==> src/rtl/dm_arb_pkg.sv <==
// rtl/dm_arb_pkg.sv - shared types and constants for the data memory arbiter
package dm_arb_pkg;

  // Arbiter FSM state encoding
  typedef enum logic [1:0] {
    ST_IDLE  = 2'd0,
    ST_ISSUE = 2'd1,
    ST_RWAIT = 2'd2,
    ST_RESP  = 2'd3
  } state_t;

  // Port indices: port 0 is the CPU LD/STS path, port 1 the DMA/debug loader
  localparam logic PORT_CPU = 1'b0;
  localparam logic PORT_DMA = 1'b1;

  // Arbitration modes
  localparam int PRIO_RR    = 0;
  localparam int PRIO_FIXED = 1;

endpackage

==> src/rtl/data_mem_arbiter_rr_arb2.sv <==
// rtl/data_mem_arbiter_rr_arb2.sv - combinational two-way arbiter with one-hot grant
module rr_arb2
  import dm_arb_pkg::*;
#(
  parameter int PRIO_MODE = PRIO_RR
) (
  input  logic [1:0] req,
  input  logic       last_gnt,
  output logic [1:0] gnt
);

  // Single requester always wins; on a tie, fixed mode favours port 0,
  // round-robin mode favours whichever port was not granted last.
  always_comb begin
    gnt = 2'b00;
    case (req)
      2'b01:   gnt = 2'b01;
      2'b10:   gnt = 2'b10;
      2'b11: begin
        if (PRIO_MODE == PRIO_FIXED) gnt = 2'b01;
        else if (last_gnt == PORT_DMA) gnt = 2'b01;
        else gnt = 2'b10;
      end
      default: gnt = 2'b00;
    endcase
  end

endmodule

==> src/rtl/data_mem_arbiter.sv <==
// rtl/data_mem_arbiter.sv - shares a single-port data memory between CPU and DMA requesters
module data_mem_arbiter
  import dm_arb_pkg::*;
#(
  parameter int ADDR_W    = 8,
  parameter int DATA_W    = 8,
  parameter int PRIO_MODE = PRIO_RR
) (
  input  logic              clk,
  input  logic              rst_n,
  input  logic              req0_i,
  input  logic              we0_i,
  input  logic [ADDR_W-1:0] addr0_i,
  input  logic [DATA_W-1:0] wdata0_i,
  output logic              gnt0_o,
  output logic              rvalid0_o,
  input  logic              req1_i,
  input  logic              we1_i,
  input  logic [ADDR_W-1:0] addr1_i,
  input  logic [DATA_W-1:0] wdata1_i,
  output logic              gnt1_o,
  output logic              rvalid1_o,
  output logic [DATA_W-1:0] rdata_o,
  output logic              busy_o,
  output logic              en_DM_rd,
  output logic              en_DM_wr,
  output logic [ADDR_W-1:0] mem_addr,
  output logic [DATA_W-1:0] mem_din,
  input  logic [DATA_W-1:0] mem_dout
);

  state_t      state;
  logic        winner;
  logic        last_gnt;
  logic [1:0]  pick;
  logic        sel_we;
  logic [ADDR_W-1:0] sel_addr;
  logic [DATA_W-1:0] sel_wdata;

  rr_arb2 #(
    .PRIO_MODE (PRIO_MODE)
  ) u_arb (
    .req      ({req1_i, req0_i}),
    .last_gnt (last_gnt),
    .gnt      (pick)
  );

  // Route the winning port's command fields toward the command registers
  always_comb begin
    sel_we    = we0_i;
    sel_addr  = addr0_i;
    sel_wdata = wdata0_i;
    if (pick[1]) begin
      sel_we    = we1_i;
      sel_addr  = addr1_i;
      sel_wdata = wdata1_i;
    end
  end

  assign busy_o = (state != ST_IDLE);

  // Transaction FSM: accept in IDLE, drive the memory for one cycle in ISSUE,
  // then for reads capture data in RWAIT and pulse rvalid in RESP.
  always_ff @(posedge clk or negedge rst_n) begin
    if (!rst_n) begin
      state     <= ST_IDLE;
      winner    <= PORT_CPU;
      last_gnt  <= PORT_DMA;
      en_DM_rd  <= 1'b0;
      en_DM_wr  <= 1'b0;
      mem_addr  <= '0;
      mem_din   <= '0;
      gnt0_o    <= 1'b0;
      gnt1_o    <= 1'b0;
      rvalid0_o <= 1'b0;
      rvalid1_o <= 1'b0;
      rdata_o   <= '0;
    end else begin
      case (state)
        ST_IDLE: begin
          if (|pick) begin
            winner   <= pick[1];
            last_gnt <= pick[1];
            en_DM_rd <= ~sel_we;
            en_DM_wr <= sel_we;
            mem_addr <= sel_addr;
            mem_din  <= sel_wdata;
            gnt0_o   <= pick[0];
            gnt1_o   <= pick[1];
            state    <= ST_ISSUE;
          end
        end
        ST_ISSUE: begin
          // en_DM_rd still reflects the accepted command's direction here
          gnt0_o   <= 1'b0;
          gnt1_o   <= 1'b0;
          en_DM_rd <= 1'b0;
          en_DM_wr <= 1'b0;
          state    <= en_DM_rd ? ST_RWAIT : ST_IDLE;
        end
        ST_RWAIT: begin
          rdata_o   <= mem_dout;
          rvalid0_o <= (winner == PORT_CPU);
          rvalid1_o <= (winner == PORT_DMA);
          state     <= ST_RESP;
        end
        ST_RESP: begin
          rvalid0_o <= 1'b0;
          rvalid1_o <= 1'b0;
          state     <= ST_IDLE;
        end
        default: state <= ST_IDLE;
      endcase
    end
  end

endmodule
==> config.mk <==
export PLATFORM = sky130hd
export DESIGN_NAME = data_mem_arbiter
export DESIGN_NICKNAME = d
export VERILOG_FILES = /design/src/rtl/dm_arb_pkg.sv /design/src/rtl/data_mem_arbiter_rr_arb2.sv /design/src/rtl/data_mem_arbiter.sv
export SDC_FILE = /design/constraint.sdc
export NUM_CORES = 1
export LEC_CHECK = 0
export CAP_MARGIN = 20
export CELL_PAD_IN_SITES_DETAIL_PLACEMENT = 1
export CELL_PAD_IN_SITES_GLOBAL_PLACEMENT = 1
export CORE_ASPECT_RATIO = 1.5
export CORE_MARGIN = 5
export CORE_UTILIZATION = 34
export CTS_BUF_LIST = sky130_fd_sc_hd__clkbuf_8
export CTS_CLUSTER_SIZE = 28
export DETAILED_ROUTE_END_ITERATION = 16
export PLACE_DENSITY_LB_ADDON = 0.12
export SETUP_SLACK_MARGIN = 0.4
export SYNTH_ARGS = -nofsm -noshare
export SYNTH_HDL_FRONTEND = slang
export SYNTH_HIERARCHICAL = 1
export SYNTH_SLANG_ARGS = --single-unit
==> constraint.sdc <==
create_clock -name clk -period 2.7 [get_ports clk]
set_input_delay 0.81 -clock clk [delete_from_list [all_inputs] [get_ports clk]]
set_output_delay 0.81 -clock clk [all_outputs]
set_load 0.01 [all_outputs]
==> impl_metrics.csv <==
group,metric,value,unit
global_route,groute.usage.overall,15.5,%
floorplanning,ios,77,
sta,hold_ws,0.494,ns
min_path,holdCritStartpoint,"mem_din[7]",
min_path,min_to,"mem_din[7]",
critical_path,path_cells,"clkdlybuf4s50_1 > a21boi_2 > buf_4 > mux2_2 > mux2_1",
power_and_ir_drop,comb_power_share,48.1,%
critical_path,path_max_fanout,9,
floorplanning,initial_utilization,34.3,%
finish,synthToLayoutAreaGrowth,63.6,%
critical_path,cp_data_required_time,2.87,ns
yosys,syn_inst,111,
cts,ctsHoldBuffers,0,
power_and_ir_drop,p_seq_share,35.3,%
cts,clk_pin_slew,0.06,ns
power_and_ir_drop,p_clk_share,16.7,%
sta,skew,0.00478,ns
critical_path,crit_arrival,2.40,ns
power_and_ir_drop,p_leak,1.05,nW
cts,h-tree-depth,2,
outcome,status,"finished, final reports clean",
floorplanning,core-area,4470,µm²
sta,setup_violations,0,
power_and_ir_drop,p_int,1.82,mW
sta,fin_crit_sh,82.7,%
finish,fin_nets,245,
cts,worst_skew_pair.late_latency,0.29,ns
global_route,use_met2,29.1,%
power_and_ir_drop,netSwitchingFraction,31.5,%
sta,fmaxAchievable,448,MHz
critical_path,r2r_cells,6,
min_path,holdPathStages,1,
yosys,ys_types,22,
critical_path,reg2reg_setup_slack,0.96,ns
route,drtIter0Drc,14,
job,max-cap-violations,0,
route,ant_nets,0,
critical_path,start_kind,"input port",
cts,cts_made_buffers,5,
cts,cts.sinks,34,
global_route,grt_pass1_vias,1399,
route,drc,0,
cts,cts_tree,"built",
global_route,grt.busiest_layer,"met2",
global_route,grt_pass1_wl,6950,µm
global_route,met1_usage,14.4,%
min_path,min_path_type,"flop to flop",
yosys,syn_area,1530,µm²
sta,tightest_slew,0.779,ns
floorplanning,die_w,64.8,µm
sta,rsz0062_at_grt,"false",
power_and_ir_drop,switching_power,835,µW
floorplanning,die-area,5970,µm²
sta,drv_slew,0,
power_and_ir_drop,powerDensity,1060,nW/µm²
sta,max-slew-margin-rel,48.1,%
yosys,yosysSeqAreaShare,55.6,%
route,dr.pass1.iters,3,
placement,dp.cells,238,
sta,tns,0,ns
global_route,grt_antenna_before_repair,0,
route,wl_per_cell,17.8,µm
finish,finalNonFillerCells,248,
finish,drive_above_1_share,29.0,%
global_route,grt_max_degree,35,
yosys,synth_nets,157,
route,num_vias,1194,
yosys,avgSynthCellArea,13.8,µm²
critical_path,cp_slowest_stage_delay,0.48,ns
power_and_ir_drop,total_power,2.65,mW
placement,port_buffers,76,
yosys,ys_warn_count,6,
floorplanning,row_count,30,
sta,fin_crit,2.23,ns
critical_path,worstSetupEndpointType,"flop",
yosys,synth-seq-cells,34,
placement,post-dp-hpwl,3440,µm
global_route,grt-ovfl-total,0,
cts,cts_buffer_depth,2,
power_and_ir_drop,peakVddDrop,0.500,mV
placement,place_congestion,0.696,
cts,root_buffer,"clkbuf_8",
finish,diodes,0,
critical_path,r2r-start,"last_gnt",
global_route,use_met3,6.25,%
critical_path,critPathKind,"input port to flop",
critical_path,cp_slowest_cell,"clkdlybuf4s50_1",
critical_path,reg2reg_to,"mem_addr[6]",
route,wl,4410,µm
route,viasPerCell,4.81,
finish,fillCellCount,466,
floorplanning,die_h,92.2,µm
sta,hold_violations,0,
-- layout make-up --
class,count,area (µm²),area share (%)
flip-flops and latches,34,855,34.1
repair buffers,85,823,32.9
multi-input cells,66,631,25.2
clock buffers,8,110,4.40
well taps,48,60.1,2.40
inverters,7,26.3,1.05
-- how the worst max path moves through the flow --
stage	start	end	slack [ns]	cells after the start
floorplan	req1_i	mem_addr[1]	0.51	5
global placement	req1_i	mem_din[2]	0.18	5
detailed placement	req1_i	mem_addr[7]	0.13	5
CTS	flop	busy_o	0.42	3
global route	flop	busy_o	0.40	3
finish	req1_i	mem_addr[7]	0.47	5
-- worst max-delay path: cells and delay by family --
| family | cells | cell delay (ns) |
|---|---|---|
| muxes | 2 | 0.67 |
| AOI/OAI and AO/OA | 1 | 0.23 |
| buffers and inverters | 2 | 0.70 |
-- stage by stage --
stage                     instance area [µm²]  utilization, %  setup WS (ns)
final                                    2500            56.1          0.466
after global routing                     2500            56.1          0.399
after CTS                                2490            55.7          0.417
after detailed placement                 2370            53.2          0.132
after global placement                   2370            53.2          0.180
after floorplan                          1530               -          0.507
-- logic make-up (layout without fill, tap and decap cells) --
group	count (synthesis)	in the layout	share of synthesized area, %
buf+inv	11	100	3.59
flops	34	34	55.6
simple gates	11	11	3.92
compound gates	13	13	6.05
mux	42	42	30.8
-- repair_timing --
item / in CTS / in global routing
setup endpoints to repair: 1 / 1
buffers inserted: 0 / 2
cloned: 0 / 0
resized for setup: 2 / 1
pin swaps: 0 / 0
-- layout by cell type, fill, tap and decap left out, drive strengths merged, types with 2 or more instances in the layout --
| cell type | n |
|---|---|
| nand2 | 5 |
| a21boi | 2 |
| a22oi | 2 |
| buf | 10 |
| o21ai | 3 |
| inv | 7 |
| clkdlybuf4s50 | 75 |
| mux2 | 41 |
| dfrtp | 33 |
| nor2 | 3 |
| a22o | 4 |
| clkbuf | 8 |
-- power by group through the flow --
stage | Sequential [mW] | Clock (mW) | Combinational [mW]
global placement | 0.924 | 0 | 1.23
finish | 0.934 | 0.442 | 1.27
floorplan | 1.02 | 0 | 0.477
CTS | 0.939 | 0.462 | 1.28
detailed placement | 0.942 | 0 | 1.28
global route | 0.972 | 0.479 | 1.36
-- metal layers --
layer / share of wire [%] / vias up
met2: 57 / 47
met3: 8.0 / 7
met4: 2.2 / 0
li1: - / 561
met5: 0 / -
met1: 33 / 579
-- synth_stat cells, drive strengths merged --
library cell,number,area [µm²]
mux2,41,462
dfrtp,33,826
inv,7,26.3
nand2,5,18.8
a22o,4,35.0
buf,4,28.8
nor2,3,11.3
o21ai,3,15.0
a21boi,2,15.0
a22oi,2,15.0
a21oi,1,5.00
dfstp,1,26.3
mux2i,1,10.0
nand2b,1,6.26
nand3b,1,7.51
nor3,1,16.3
o21bai,1,7.51
-- sequential cells by signal, indices dropped and copies added, names as in the netlist, named ones only --
| signal | flops |
|---|---|
| last_gnt | 1 |
| rvalid0_o | 1 |
| rdata_o | 8 |
| en_DM_rd | 1 |
| mem_din | 8 |
| mem_addr | 8 |
| winner | 1 |
| gnt0_o | 1 |
| state | 1 |
| gnt1_o | 1 |
| rvalid1_o | 1 |
| en_DM_wr | 1 |
No activity file was read; power rests on OpenSTA's default activity.
